$ cat config.mk
export PLATFORM = sky130hd
export DESIGN_NAME = onehot_encoder_pipe
export DESIGN_NICKNAME = d
export VERILOG_FILES = /design/src/rtl/enc_pkg.sv /design/src/rtl/enc_skid_buf.sv /design/src/rtl/onehot_encoder_pipe.sv
export SDC_FILE = /design/constraint.sdc
export NUM_CORES = 1
export LEC_CHECK = 0
export BUFFER_PORTS_ARGS = -buffer_cell sky130_fd_sc_hd__buf_2
export CORE_ASPECT_RATIO = 1.4
export CORE_MARGIN = 8
export CORE_UTILIZATION = 49
export DETAILED_ROUTE_END_ITERATION = 7
export GPL_ROUTABILITY_DRIVEN = 1
export PLACE_DENSITY = 0.83
export REMOVE_ABC_BUFFERS = 1
export SLEW_MARGIN = 30
export SYNTH_ARGS = -nofsm -noshare
export SYNTH_HDL_FRONTEND = slang
export SYNTH_SLANG_ARGS = --single-unit
$ cat constraint.sdc
create_clock -name clk -period 1.6 [get_ports clk]
set_input_delay 0.16 -clock clk [delete_from_list [all_inputs] [get_ports clk]]
set_output_delay 0.16 -clock clk [all_outputs]
set_load 0.1 [all_outputs]
$ cat src/rtl/enc_pkg.sv
// Shared types and helpers for the one-hot encoder pipeline.
//   N         : number of one-hot input lines
//   W         : width of the encoded index
//   enc_res_t : one encoded result {code, zero, multi}
//   enc_f     : combinational priority encode of a one-hot vector
package enc_pkg;

    localparam int N = 4;
    localparam int W = $clog2(N);

    typedef struct packed {
        logic [W-1:0] code;
        logic         zero;
        logic         multi;
    } enc_res_t;

    // Entry count of the two-deep output buffer.
    typedef enum logic [1:0] {
        ST_EMPTY = 2'd0,
        ST_ONE   = 2'd1,
        ST_FULL  = 2'd2
    } buf_state_t;

    // Highest set bit wins; an all-zero vector encodes to 0 with zero set.
    function automatic enc_res_t enc_f(input logic [N-1:0] vec);
        enc_res_t    res;
        int unsigned ones;
        res  = '0;
        ones = 0;
        for (int i = 0; i < N; i++) begin
            if (vec[i]) begin
                res.code = W'(i);
                ones     = ones + 1;
            end
        end
        res.zero  = (vec == '0);
        res.multi = (ones > 1);
        return res;
    endfunction

endpackage

$ cat src/rtl/enc_skid_buf.sv
// Two-entry FIFO buffer for encoded results with valid/ready on both sides.
// Ports:
//   clk, rst_n           : clock, asynchronous active-low reset
//   in_valid / in_ready  : upstream handshake, in_data captured on accept
//   out_valid / out_ready: downstream handshake, out_data is the head entry
//   accept               : pulses when an input is taken (drives statistics)
// in_ready depends only on the registered state, so there is no
// combinational path from out_ready back to in_ready.
module enc_skid_buf
    import enc_pkg::*;
(
    input  logic     clk,
    input  logic     rst_n,
    input  logic     in_valid,
    output logic     in_ready,
    input  enc_res_t in_data,
    output logic     out_valid,
    input  logic     out_ready,
    output enc_res_t out_data,
    output logic     accept
);

    buf_state_t state_reg;
    buf_state_t state_next;
    enc_res_t   head_reg;
    enc_res_t   tail_reg;
    logic       pop;
    logic       load_head;
    logic       load_tail;
    logic       shift_tail;

    always_ff @(posedge clk or negedge rst_n) begin
        if (!rst_n) begin
            state_reg <= ST_EMPTY;
        end else begin
            state_reg <= state_next;
        end
    end

    always_comb begin
        state_next = state_reg;
        load_head  = 1'b0;
        load_tail  = 1'b0;
        shift_tail = 1'b0;
        in_ready   = (state_reg != ST_FULL);
        out_valid  = (state_reg != ST_EMPTY);
        accept     = in_valid & in_ready;
        pop        = out_valid & out_ready;
        case (state_reg)
            ST_EMPTY: begin
                if (accept) begin
                    state_next = ST_ONE;
                    load_head  = 1'b1;
                end
            end
            ST_ONE: begin
                if (accept && !pop) begin
                    state_next = ST_FULL;
                    load_tail  = 1'b1;
                end else if (pop && !accept) begin
                    state_next = ST_EMPTY;
                end else if (accept && pop) begin
                    // Head leaves and the new entry takes its place.
                    load_head  = 1'b1;
                end
            end
            ST_FULL: begin
                if (pop) begin
                    state_next = ST_ONE;
                    shift_tail = 1'b1;
                end
            end
            default: begin
                state_next = ST_EMPTY;
            end
        endcase
    end

    always_ff @(posedge clk or negedge rst_n) begin
        if (!rst_n) begin
            head_reg <= '0;
            tail_reg <= '0;
        end else begin
            if (load_head) begin
                head_reg <= in_data;
            end else if (shift_tail) begin
                head_reg <= tail_reg;
            end
            if (load_tail) begin
                tail_reg <= in_data;
            end
        end
    end

    assign out_data = head_reg;

endmodule

$ cat src/rtl/onehot_encoder_pipe.sv
// Registered 4-to-2 priority encoder with valid/ready handshakes, a two-entry
// output buffer and saturating statistics counters.
// Ports:
//   clk, rst_n           : clock, asynchronous active-low reset
//   in_valid/in_ready    : input handshake, in_vec = {y3,y2,y1,y0}
//   out_valid/out_ready  : output handshake
//   out_code             : highest set index, {a,b}
//   out_zero, out_multi  : source vector was zero-hot / multi-hot
//   tot_cnt, err_cnt     : accepted vectors / accepted vectors flagged bad
module onehot_encoder_pipe
    import enc_pkg::*;
#(
    parameter int CNT_W = 8
) (
    input  logic             clk,
    input  logic             rst_n,
    input  logic             in_valid,
    output logic             in_ready,
    input  logic [N-1:0]     in_vec,
    output logic             out_valid,
    input  logic             out_ready,
    output logic [W-1:0]     out_code,
    output logic             out_zero,
    output logic             out_multi,
    output logic [CNT_W-1:0] tot_cnt,
    output logic [CNT_W-1:0] err_cnt
);

    enc_res_t in_res;
    enc_res_t out_res;
    logic     accept;
    logic [1:0] cnt_inc;

    assign in_res = enc_f(in_vec);

    enc_skid_buf u_buf (
        .clk       (clk),
        .rst_n     (rst_n),
        .in_valid  (in_valid),
        .in_ready  (in_ready),
        .in_data   (in_res),
        .out_valid (out_valid),
        .out_ready (out_ready),
        .out_data  (out_res),
        .accept    (accept)
    );

    assign out_code  = out_res.code;
    assign out_zero  = out_res.zero;
    assign out_multi = out_res.multi;

    // Index 0 counts every accept, index 1 only flagged ones.
    assign cnt_inc[0] = accept;
    assign cnt_inc[1] = accept & (in_res.zero | in_res.multi);

    generate
        for (genvar gi = 0; gi < 2; gi++) begin : g_cnt
            logic [CNT_W-1:0] cnt_reg;
            always_ff @(posedge clk or negedge rst_n) begin
                if (!rst_n) begin
                    cnt_reg <= '0;
                end else if (cnt_inc[gi] && (cnt_reg != '1)) begin
                    cnt_reg <= cnt_reg + CNT_W'(1);
                end
            end
        end
    endgenerate

    assign tot_cnt = g_cnt[0].cnt_reg;
    assign err_cnt = g_cnt[1].cnt_reg;

endmodule

Word level (Yosys, flattened, before mapping)
Cells that the tools add are included.
{"block": "classes", "add_sub_neg": 5, "magnitude_cmp": 1, "eq_ne": 8, "n_reduce_logical": 12, "muxes": 23, "bitwise": 4}
{"op": "32-bit by 1-bit adder with 32-bit output (second input constant)", "n": 3}
{"op": "32-bit 2-to-1 mux", "n": 3}
{"op": "32-bit by 1-bit > comparator with 1-bit output (second input constant)", "n": 1}
{"op": "8-bit by 1-bit adder with 8-bit output (second input constant)", "n": 2}
{"op": "8-bit inequality test (second input constant)", "n": 2}
{"op": "2-bit 2-to-1 mux", "n": 6}
{"op": "1-bit 2-to-1 mux", "n": 10}
{"op": "4-bit 2-to-1 mux", "n": 2}
{"op": "2-bit one-hot mux with 3 select lines", "n": 1}
{"op": "1-bit logical AND", "n": 5}
{"op": "4-bit zero test", "n": 1}
{"op": "2-bit inequality test (second input constant)", "n": 2}
{"op": "2-bit nonzero test", "n": 2}
{"op": "1-bit bitwise AND", "n": 3}
{"op": "3-bit by 1-bit inequality test with 1-bit output (second input constant)", "n": 1}
{"op": "3-bit AND reduction", "n": 1}
{"op": "2-bit by 1-bit equality test with 1-bit output (second input constant)", "n": 1}
{"op": "2-bit equality test (second input constant)", "n": 1}
{"op": "1-bit zero test", "n": 2}
{"op": "2-bit zero test", "n": 1}
{"op": "2-bit by 1-bit inequality test with 1-bit output (second input constant)", "n": 1}
{"op": "1-bit one-hot mux with 2 select lines", "n": 1}
{"op": "1-bit OR", "n": 1}
{"block": "totals", "reg_bits": 26, "wordCells": 62}

Longest topological paths before layout
Gate-level depths: netlist of run 1.
{"block": "depth", "ltp_word": 11, "depth_mapped": 9}

By module
Synthesis of run 1 repeated with hierarchy kept, for this count alone.
{"block": "hier_totals", "hier_cells": 121, "area_unflattened_um2": 1368.8}
{"module": "onehot_encoder_pipe", "seq_area_each_um2": 400.4, "n_inst": 1, "cells_per_inst": 84, "area_per_inst_um2": 902.1}
{"module": "enc_skid_buf", "seq_area_each_um2": 250.2, "n_inst": 1, "cells_per_inst": 37, "area_per_inst_um2": 466.7}

Least setup slack after synthesis of run 1
OpenSTA, ideal clock, no wires.
{"block": "synth_path", "path_type": "register to register", "start": "reg g_cnt[1].cnt_reg[0], in the netlist err_cnt[0]", "end": "reg g_cnt[1].cnt_reg[3], in the netlist err_cnt[3]", "path_buffers": 0, "stages_incl_launch_ff": 6, "setup_time_ns": 0.124, "arrival_time_ns": 2.273, "period_less_slack_ns": 2.397, "slack_ns": -0.797, "cell_sequence": "dfrtp_1 -> ha_1 -> nand4_1 -> o211a_1 -> mux2_1 -> a211o_1"}
{"block": "synth_between", "elab_chain_cells": 2, "word_cells_on_any_way": 3}
{"element": "start, declared", "line_no": "onehot_encoder_pipe.sv:58", "rtl": "logic [CNT_W-1:0] cnt_reg;"}
{"element": "start signal, assigned", "line_no": "onehot_encoder_pipe.sv:63", "rtl": "cnt_reg <= cnt_reg + CNT_W'(1);"}
{"element": "branches (longest 2 deep; another with 8-bit by 1-bit adder with 8-bit output)"}
Parallel ways; which one is timed is not known.
A chain may end at the register's enable or synchronous reset.

Final worst setup path of run 1
{"block": "layout_path", "start": "in in_vec[1]", "end": "reg g_cnt[1].cnt_reg[3], in the netlist err_cnt[3]"}
{"block": "layout_between", "elab_chain_cells": 9, "word_cells_on_any_way": 10}
{"element": "start, declared", "line_no": "onehot_encoder_pipe.sv:19", "rtl": "input logic [N-1:0] in_vec,"}
{"element": "32-bit 2-to-1 mux", "line_no": "enc_pkg.sv:31", "rtl": "if (vec[i]) begin"}
{"element": "32-bit by 1-bit adder with 32-bit output", "line_no": "enc_pkg.sv:33", "rtl": "ones = ones + 1;"}
{"element": "32-bit 2-to-1 mux", "line_no": "enc_pkg.sv:31"}
{"element": "32-bit by 1-bit adder with 32-bit output", "line_no": "enc_pkg.sv:33"}
{"element": "32-bit 2-to-1 mux", "line_no": "enc_pkg.sv:31"}
{"element": "32-bit by 1-bit > comparator with 1-bit output", "line_no": "enc_pkg.sv:37", "rtl": "res.multi = (ones > 1);"}
{"element": "1-bit OR *", "line_no": "onehot_encoder_pipe.sv:54", "rtl": "assign cnt_inc[1] = accept & (in_res.zero | in_res.multi);"}
{"element": "1-bit bitwise AND *", "line_no": "onehot_encoder_pipe.sv:54"}
{"element": "1-bit logical AND *", "line_no": "onehot_encoder_pipe.sv:62", "rtl": "end else if (cnt_inc[gi] && (cnt_reg != '1)) begin"}
Every way passes the cells marked *; elsewhere a longest branch is shown, timed or not.

==> flow_results.xml, run 1 <==
<?xml version="1.0" encoding="UTF-8"?>
<metrics>
  <group name="status">
    <metric name="run_status" unit="">complete, but fails checks</metric>
    <metric name="violations_in_the_final_reports" unit="">negative setup slack</metric>
  </group>
  <group name="final_layout">
    <metric name="stdcell_area" unit="µm²">2215</metric>
    <metric name="final_core_utilization" unit="%">76.96</metric>
    <metric name="layout.cells.non_filler" unit="">252</metric>
    <metric name="num_antenna_cells" unit="">0</metric>
    <metric name="area_growth" unit="%">49.62</metric>
    <metric name="design.final.nets" unit="">231</metric>
    <metric name="final_layout_size_suffix_gt1_share" unit="%">44.65</metric>
  </group>
  <group name="global_routing">
    <metric name="grt_remaining_overflow" unit="">0</metric>
    <metric name="number_of_antenna_violations_at_the_first_check_in_global_routing" unit="">0</metric>
    <metric name="first_global_vias" unit="">1579</metric>
    <metric name="grt_first_pass_wirelength" unit="µm">7169</metric>
    <metric name="gr-usage-all-layers" unit="%">17.29</metric>
    <metric name="pin_count_of_the_biggest_net_entering_global_routing" unit="">27</metric>
  </group>
  <group name="setup_path">
    <metric name="worstPathMaxFanout" unit="">3</metric>
    <metric name="endpoint_kind" unit="">flop</metric>
    <metric name="regToRegStartpoint" unit="">err_cnt[1]</metric>
    <metric name="r2r-end" unit="">err_cnt[3]</metric>
    <metric name="critical_path_class" unit="">in2reg</metric>
    <metric name="worst-endpoint-required" unit="ps">1760</metric>
    <metric name="regToRegSetupSlack" unit="ps">-80</metric>
    <metric name="critical_path_at" unit="ps">1850</metric>
    <metric name="worst_path_max_delay_cell" unit="">a211o_1</metric>
    <metric name="cp_cell_sequence" unit="">buf_8, ha_4, nor2b_4, or2_4, ha_4, nand2b_4, o31ai_4, buf_6, buf_6, nand2_4, a211o_1</metric>
    <metric name="critical_path.startpoint_type" unit="">input port</metric>
    <metric name="worst-r2r-cell-count" unit="">5</metric>
    <metric name="cpPeakStageDelay" unit="ps">300</metric>
  </group>
  <group name="die">
    <metric name="die_w" unit="µm">62.45</metric>
    <metric name="io-pin-count" unit="">30</metric>
    <metric name="fp.coreArea" unit="µm²">2878</metric>
    <metric name="design.die.area" unit="µm²">5060</metric>
    <metric name="vert_die_dim" unit="µm">81.03</metric>
    <metric name="initial_utilization" unit="%">51.43</metric>
    <metric name="placementRows" unit="">23</metric>
  </group>
  <group name="clock_network">
    <metric name="cts_tree" unit="">built</metric>
    <metric name="h_tree_levels" unit="">1</metric>
    <metric name="cts_buffer_depth" unit="">2</metric>
    <metric name="cts_num_sinks" unit="">26</metric>
    <metric name="clock_insertion_delay_worst_skew" unit="ps">270</metric>
    <metric name="cts-root-buf" unit="">clkbuf_8</metric>
    <metric name="cts.clk_slew.worst_paths" unit="ps">90</metric>
    <metric name="numCtsBuffers" unit="">3</metric>
  </group>
  <group name="synthesis">
    <metric name="postSynth.topFlopCell" unit="">dfrtp_1</metric>
    <metric name="yosysSeqAreaShare" unit="%">43.96</metric>
    <metric name="cell_accounting_for_the_most_synthesized_area" unit="">dfrtp_1</metric>
    <metric name="post_synth_inst_count" unit="">150</metric>
    <metric name="post_synth_num_cell_types" unit="">43</metric>
    <metric name="synth_enable_flop_cells" unit="">0</metric>
    <metric name="cell_types_with_the_highest_counts_after_synthesis" unit="">dfrtp_1 (26), nand2_1 (16), nor2_1 (9)</metric>
    <metric name="synthesis.area_per_instance" unit="µm²">9.868</metric>
    <metric name="post_synthesis_cell_area" unit="µm²">1480</metric>
    <metric name="synth.top_cell.area_share" unit="%">43.96</metric>
    <metric name="synthMostInstantiatedCell" unit="">dfrtp_1</metric>
    <metric name="synth_seq_cells" unit="">26</metric>
    <metric name="number_of_warning_messages_in_the_yosys_log" unit="">0</metric>
    <metric name="synth.area.top_cells" unit="">dfrtp_1 (44%), ha_1 (5.9%), xor2_1 (4.1%)</metric>
    <metric name="ys_async_sr_fraction" unit="%">100.0</metric>
  </group>
  <group name="power_and_ir_drop">
    <metric name="power.leakage" unit="nW">1.026</metric>
    <metric name="p_per_area" unit="nW/µm²">1977</metric>
    <metric name="vdd.ir_drop.worst" unit="µV">1699</metric>
    <metric name="report.power.total" unit="mW">4.377</metric>
  </group>
  <group name="min_path">
    <metric name="sink_of_the_worst_hold_path" unit="">u_buf.state_reg[1]</metric>
    <metric name="hold_path_depth" unit="">2</metric>
    <metric name="hold_path_class" unit="">in2reg</metric>
    <metric name="holdCritStartpoint" unit="">out_ready</metric>
  </group>
  <group name="timing">
    <metric name="layout_worst_path_cycle_share" unit="%">105.3</metric>
    <metric name="report.final.setup_viol" unit="">5</metric>
    <metric name="drv_slew" unit="">0</metric>
    <metric name="postLayoutSetupSlackWorst" unit="ps">-85.42</metric>
    <metric name="timing.final.hold_violations" unit="">0</metric>
    <metric name="setup_repair_after_global_routing_missed_its_margin" unit="">yes</metric>
    <metric name="setup_total_negative_slack" unit="ps">-274.1</metric>
    <metric name="fmaxAchievable" unit="GHz">0.5933</metric>
    <metric name="relSlewSlack" unit="%">60.59</metric>
    <metric name="tightest_slew" unit="ps">591.2</metric>
    <metric name="period_needed" unit="ps">1685</metric>
    <metric name="clock_tree_skew_after_final_layout" unit="ps">4.096</metric>
  </group>
  <group name="placement">
    <metric name="post-place-cells" unit="">240</metric>
    <metric name="buffer_ports.inserted" unit="">29</metric>
    <metric name="placed_area" unit="µm²">1876</metric>
    <metric name="hpwlAfterDp" unit="µm">2998</metric>
    <metric name="gp_routability_congestion" unit="">0.8652</metric>
  </group>
  <group name="route">
    <metric name="first_iter_violations" unit="">63</metric>
    <metric name="dr_total_vias" unit="">1504</metric>
    <metric name="drt.antenna.violating_nets" unit="">0</metric>
    <metric name="drc" unit="">0</metric>
    <metric name="routed_wl" unit="µm">4657</metric>
    <metric name="drt_first_pass_iters" unit="">4</metric>
    <metric name="vias_per_cell" unit="">5.968</metric>
    <metric name="wl_per_cell" unit="µm">18.48</metric>
  </group>
  <group name="flow_run">
    <metric name="max_cap_violations" unit="">0</metric>
  </group>
</metrics>
## timing repair
| action | 4_1_cts | 5_1_grt |
|---|---|---|
| pin swaps | 11 | 11 |
| setup endpoints to repair | 9 | 14 |
| gates resized for setup | 27 | 15 |
| hold buffers | 1 | 0 |
| hold endpoints to repair | 26 | 0 |
| buffers inserted | 3 | 4 |
## cells in the final DEF (no fill, tap or decap), drive strengths merged, types with 2 or more instances in the layout
cell type and count:
nor2b 3, ha 7, mux2 3, dfrtp 26, nor3 6, o211a 2, xor2 7, nand4 4
a21oi 8, and3 2, a21o 2, buf 63, inv 4, nand2b 4, o31ai 4, xnor2 7
nand3 7, o211ai 2, nand2 16, clkbuf 4, o311ai 3, o21ai 2, o22ai 2, a31oi 2
or2 3, nor2 9, a211oi 2
## report_power, final
part | switching [mW] | total [mW] | internal [mW]
Sequential | 0.209 | 1.10 | 0.888
Combinational | 2.15 | 2.85 | 0.701
Clock | 0.214 | 0.434 | 0.220
## cell type report
cell class	instances	area, µm²
repair buffers	64	452.9
multi-input cells	117	989.7
clock buffers	4	55.05
well taps	37	46.29
flip-flops and latches	26	650.6
fillers	189	663.1
inverters	4	20.02
## through the flow
stage                     hold WS (ps)  worst slack [ps]
final                            139.7            -85.42
after floorplan                 -135.6            -802.3
after global routing             138.6            -113.7
after detailed placement         190.7            -527.1
after CTS                        139.4            -36.71
after global placement           182.7            -434.2
## how the worst max path moves through the flow
stage | start | end | slack (ps) | depth (start not counted)
after global placement | in_vec[0] | err_cnt[7] | -430 | 9
after CTS | in_vec[1] | err_cnt[4] | -40 | 10
final | in_vec[1] | err_cnt[3] | -90 | 11
after global routing | err_cnt[1] | err_cnt[3] | -110 | 5
after detailed placement | in_vec[0] | err_cnt[5] | -530 | 9
after floorplan | err_cnt[0] | err_cnt[3] | -800 | 5
## worst max-delay path, delay by kind of cell
| kind | cells | cell delay, ps |
|---|---|---|
| compound gates | 2 | 380 |
| fa+ha+maj | 2 | 370 |
| buf+inv | 3 | 380 |
| simple gates | 4 | 570 |
## routing by layer
layer / track usage, % / vias up / share of wire [%]
li1: - / 679 / -
met5: 0 / - / 0
met4: 10.53 / 0 / 5.0
met2: 33.44 / 76 / 53
met1: 16.43 / 730 / 36
met3: 3.851 / 19 / 6.2
## kinds of logic after synthesis
kind of cell | count (synthesis) | share of synthesized area [%]
XOR/XNOR | 14 | 8.792
buffers and inverters | 7 | 1.944
adder cells (fa/ha/maj) | 7 | 5.917
multiplexers | 4 | 2.958
flip-flops | 26 | 43.96
AO/OA/AOI/OAI | 35 | 17.16
AND/OR/NAND/NOR | 57 | 19.27
Note: power is estimated with default switching activity, not from simulation.
==> run 2, diff against run 1 <==
--- a/config.mk
+++ b/config.mk
@@ -13,6 +13,7 @@
 export GPL_ROUTABILITY_DRIVEN = 1
 export PLACE_DENSITY = 0.83
 export REMOVE_ABC_BUFFERS = 1
+export SKIP_CTS_REPAIR_TIMING = 1
 export SLEW_MARGIN = 30
 export SYNTH_ARGS = -nofsm -noshare
 export SYNTH_HDL_FRONTEND = slang
==> constraint.sdc (replaced) <==
create_clock -name clk -period 1.6 [get_ports clk]
set_input_delay 0.16 -clock clk [delete_from_list [all_inputs] [get_ports clk]]
set_output_delay 0.16 -clock clk [all_outputs]
set_load 0.05 [all_outputs]
==> flow_results.xml, run 2 (synthesized netlist as in run 1, its figures left out) <==
<?xml version="1.0" encoding="UTF-8"?>
<metrics>
  <group name="timing">
    <metric name="timing.final.hold_violations" unit="">0</metric>
    <metric name="relSlewSlack" unit="%">60.02</metric>
    <metric name="period_needed" unit="ps">1676</metric>
    <metric name="drv_slew" unit="">0</metric>
    <metric name="clock_tree_skew_after_final_layout" unit="ps">6.577</metric>
    <metric name="tightest_slew" unit="ps">597.4</metric>
    <metric name="layout_worst_path_cycle_share" unit="%">104.8</metric>
    <metric name="report.final.setup_viol" unit="">5</metric>
    <metric name="postLayoutSetupSlackWorst" unit="ps">-76.34</metric>
    <metric name="setup_repair_after_global_routing_missed_its_margin" unit="">yes</metric>
    <metric name="fmaxAchievable" unit="GHz">0.5965</metric>
  </group>
  <group name="global_routing">
    <metric name="grt_remaining_overflow" unit="">0</metric>
    <metric name="gr-usage-all-layers" unit="%">14.56</metric>
    <metric name="number_of_antenna_violations_at_the_first_check_in_global_routing" unit="">0</metric>
    <metric name="first_global_vias" unit="">1397</metric>
    <metric name="grt_first_pass_wirelength" unit="µm">6003</metric>
    <metric name="pin_count_of_the_biggest_net_entering_global_routing" unit="">27</metric>
  </group>
  <group name="die">
    <metric name="die_w" unit="µm">62.45</metric>
    <metric name="placementRows" unit="">23</metric>
    <metric name="vert_die_dim" unit="µm">81.03</metric>
    <metric name="io-pin-count" unit="">30</metric>
    <metric name="initial_utilization" unit="%">51.43</metric>
    <metric name="fp.coreArea" unit="µm²">2878</metric>
    <metric name="design.die.area" unit="µm²">5060</metric>
  </group>
  <group name="placement">
    <metric name="gp_routability_congestion" unit="">0.8577</metric>
    <metric name="buffer_ports.inserted" unit="">29</metric>
    <metric name="placed_area" unit="µm²">1861</metric>
    <metric name="hpwlAfterDp" unit="µm">3050</metric>
    <metric name="dp_slack" unit="ps">-547.5</metric>
    <metric name="post-place-cells" unit="">240</metric>
  </group>
  <group name="status">
    <metric name="run_status" unit="">complete, but fails checks</metric>
    <metric name="violations_in_the_final_reports" unit="">negative setup slack</metric>
  </group>
  <group name="setup_path">
    <metric name="critical_path_at" unit="ps">1840</metric>
    <metric name="cpPeakStageDelay" unit="ps">400</metric>
    <metric name="cp_cell_sequence" unit="">ha_2, nand4_1, o211a_1, mux2_4, a211o_1</metric>
    <metric name="worst_path_max_delay_cell" unit="">dfrtp_1</metric>
    <metric name="critical_path_class" unit="">reg2reg</metric>
    <metric name="regToRegSetupSlack" unit="ps">-80</metric>
    <metric name="regToRegStartpoint" unit="">err_cnt[1]</metric>
    <metric name="endpoint_kind" unit="">flop</metric>
    <metric name="r2r-end" unit="">err_cnt[3]</metric>
    <metric name="worst-r2r-cell-count" unit="">5</metric>
    <metric name="worst-endpoint-required" unit="ps">1760</metric>
    <metric name="worstPathMaxFanout" unit="">2</metric>
    <metric name="critical_path.startpoint_type" unit="">flop</metric>
  </group>
  <group name="power_and_ir_drop">
    <metric name="power.leakage" unit="nW">0.9882</metric>
    <metric name="vdd.ir_drop.worst" unit="µV">1245</metric>
    <metric name="report.power.total" unit="mW">3.601</metric>
    <metric name="p_per_area" unit="nW/µm²">1682</metric>
    <metric name="total_switching_power" unit="mW">1.723</metric>
    <metric name="power.sequential.fraction" unit="%">30.5</metric>
    <metric name="power.switching_fraction" unit="%">47.85</metric>
    <metric name="power.share.combinational" unit="%">54.6</metric>
    <metric name="intPower" unit="mW">1.878</metric>
    <metric name="clockPowerShare" unit="%">15.0</metric>
  </group>
  <group name="final_layout">
    <metric name="design.final.nets" unit="">225</metric>
    <metric name="num-fill-cells" unit="">200</metric>
    <metric name="final_layout_size_suffix_gt1_share" unit="%">42.58</metric>
    <metric name="layout.cells.most_common_list" unit="">buf_2 (27), buf_4 (27), dfrtp_1 (26)</metric>
    <metric name="stdcell_area" unit="µm²">2141</metric>
    <metric name="multi_input_gate_area_in_the_final_layout" unit="µm²">965.9</metric>
    <metric name="layout.cells.non_filler" unit="">246</metric>
    <metric name="num_antenna_cells" unit="">0</metric>
    <metric name="storage_element_area" unit="µm²">650.6</metric>
    <metric name="area_growth" unit="%">44.63</metric>
  </group>
  <group name="clock_network">
    <metric name="numCtsBuffers" unit="">3</metric>
    <metric name="clock_insertion_delay_worst_skew" unit="ps">270</metric>
    <metric name="h_tree_levels" unit="">1</metric>
    <metric name="cts_buffer_depth" unit="">2</metric>
    <metric name="cts_tree" unit="">built</metric>
    <metric name="cts.clk_slew.worst_paths" unit="ps">90</metric>
    <metric name="cts_num_sinks" unit="">26</metric>
    <metric name="cts-root-buf" unit="">clkbuf_8</metric>
  </group>
  <group name="route">
    <metric name="drc" unit="">0</metric>
    <metric name="drt.antenna.violating_nets" unit="">0</metric>
    <metric name="dr_total_vias" unit="">1390</metric>
    <metric name="drt_first_pass_iters" unit="">5</metric>
    <metric name="routed_wl" unit="µm">4004</metric>
    <metric name="first_iter_violations" unit="">79</metric>
    <metric name="vias_per_cell" unit="">5.650</metric>
    <metric name="wl_per_cell" unit="µm">16.28</metric>
  </group>
  <group name="flow_run">
    <metric name="max_cap_violations" unit="">0</metric>
  </group>
  <group name="min_path">
    <metric name="hold_path_class" unit="">in2reg</metric>
    <metric name="holdCritStartpoint" unit="">out_ready</metric>
    <metric name="hold_path_depth" unit="">2</metric>
    <metric name="sink_of_the_worst_hold_path" unit="">u_buf.state_reg[1]</metric>
  </group>
</metrics>
## run 2: final cells by class
class                   instances  share of cell area (%)
well taps                      37                   2.162
clock inverters                 1                   1.403
repair buffers                 58                   18.18
inverters                       4                  0.8182
flip-flops and latches         26                   30.39
multi-input cells             117                   45.12
clock buffers                   3                   1.929
## run 2: critical path, delay by kind of cell, from the launching register on
family | cells | cell delay [ps]
AOI/OAI and AO/OA | 2 | 540
DFF | 1 | 400
muxes | 1 | 300
adders and majority gates | 1 | 210
and+or+nand+nor | 1 | 110
## run 2: metal layers
metal	GRT usage (%)	vias up	share of wire [%]
li1	-	663	-
met5	0	-	0
met3	2.889	10	4.7
met1	13.05	675	35
met2	28.87	42	56
met4	10.07	0	3.7
## run 2: power groups by stage
stage                     sequential (mW)  combinational, mW  clock (mW)
after floorplan                      1.78              0.539           0
after global placement               1.08               1.77           0
after detailed placement             1.11               1.82           0
after CTS                            1.10               1.83       0.552
after global routing                 1.14               2.07       0.574
final                                1.10               1.97       0.539
## run 2: worst max-delay path by stage
stage | endpoint | cells after the start | from | slack (ps)
finish | err_cnt[3] | 5 | err_cnt[1] | -80
global route | err_cnt[3] | 5 | err_cnt[0] | -110
CTS | err_cnt[4] | 11 | in_vec[0] | -250
detailed placement | err_cnt[4] | 11 | in_vec[0] | -550
global placement | err_cnt[7] | 9 | in_vec[0] | -430
floorplan | err_cnt[3] | 5 | err_cnt[0] | -430
## run 2: stage by stage
stage               util, %  TNS [ps]  hold slack [ps]
floorplan                 -     -3028           -135.6
global placement      64.65     -3613            179.9
detailed placement    64.65     -4513            181.5
CTS                   67.13     -1701           -118.0
global route          74.39    -772.6            119.6
finish                74.39    -234.7            128.8
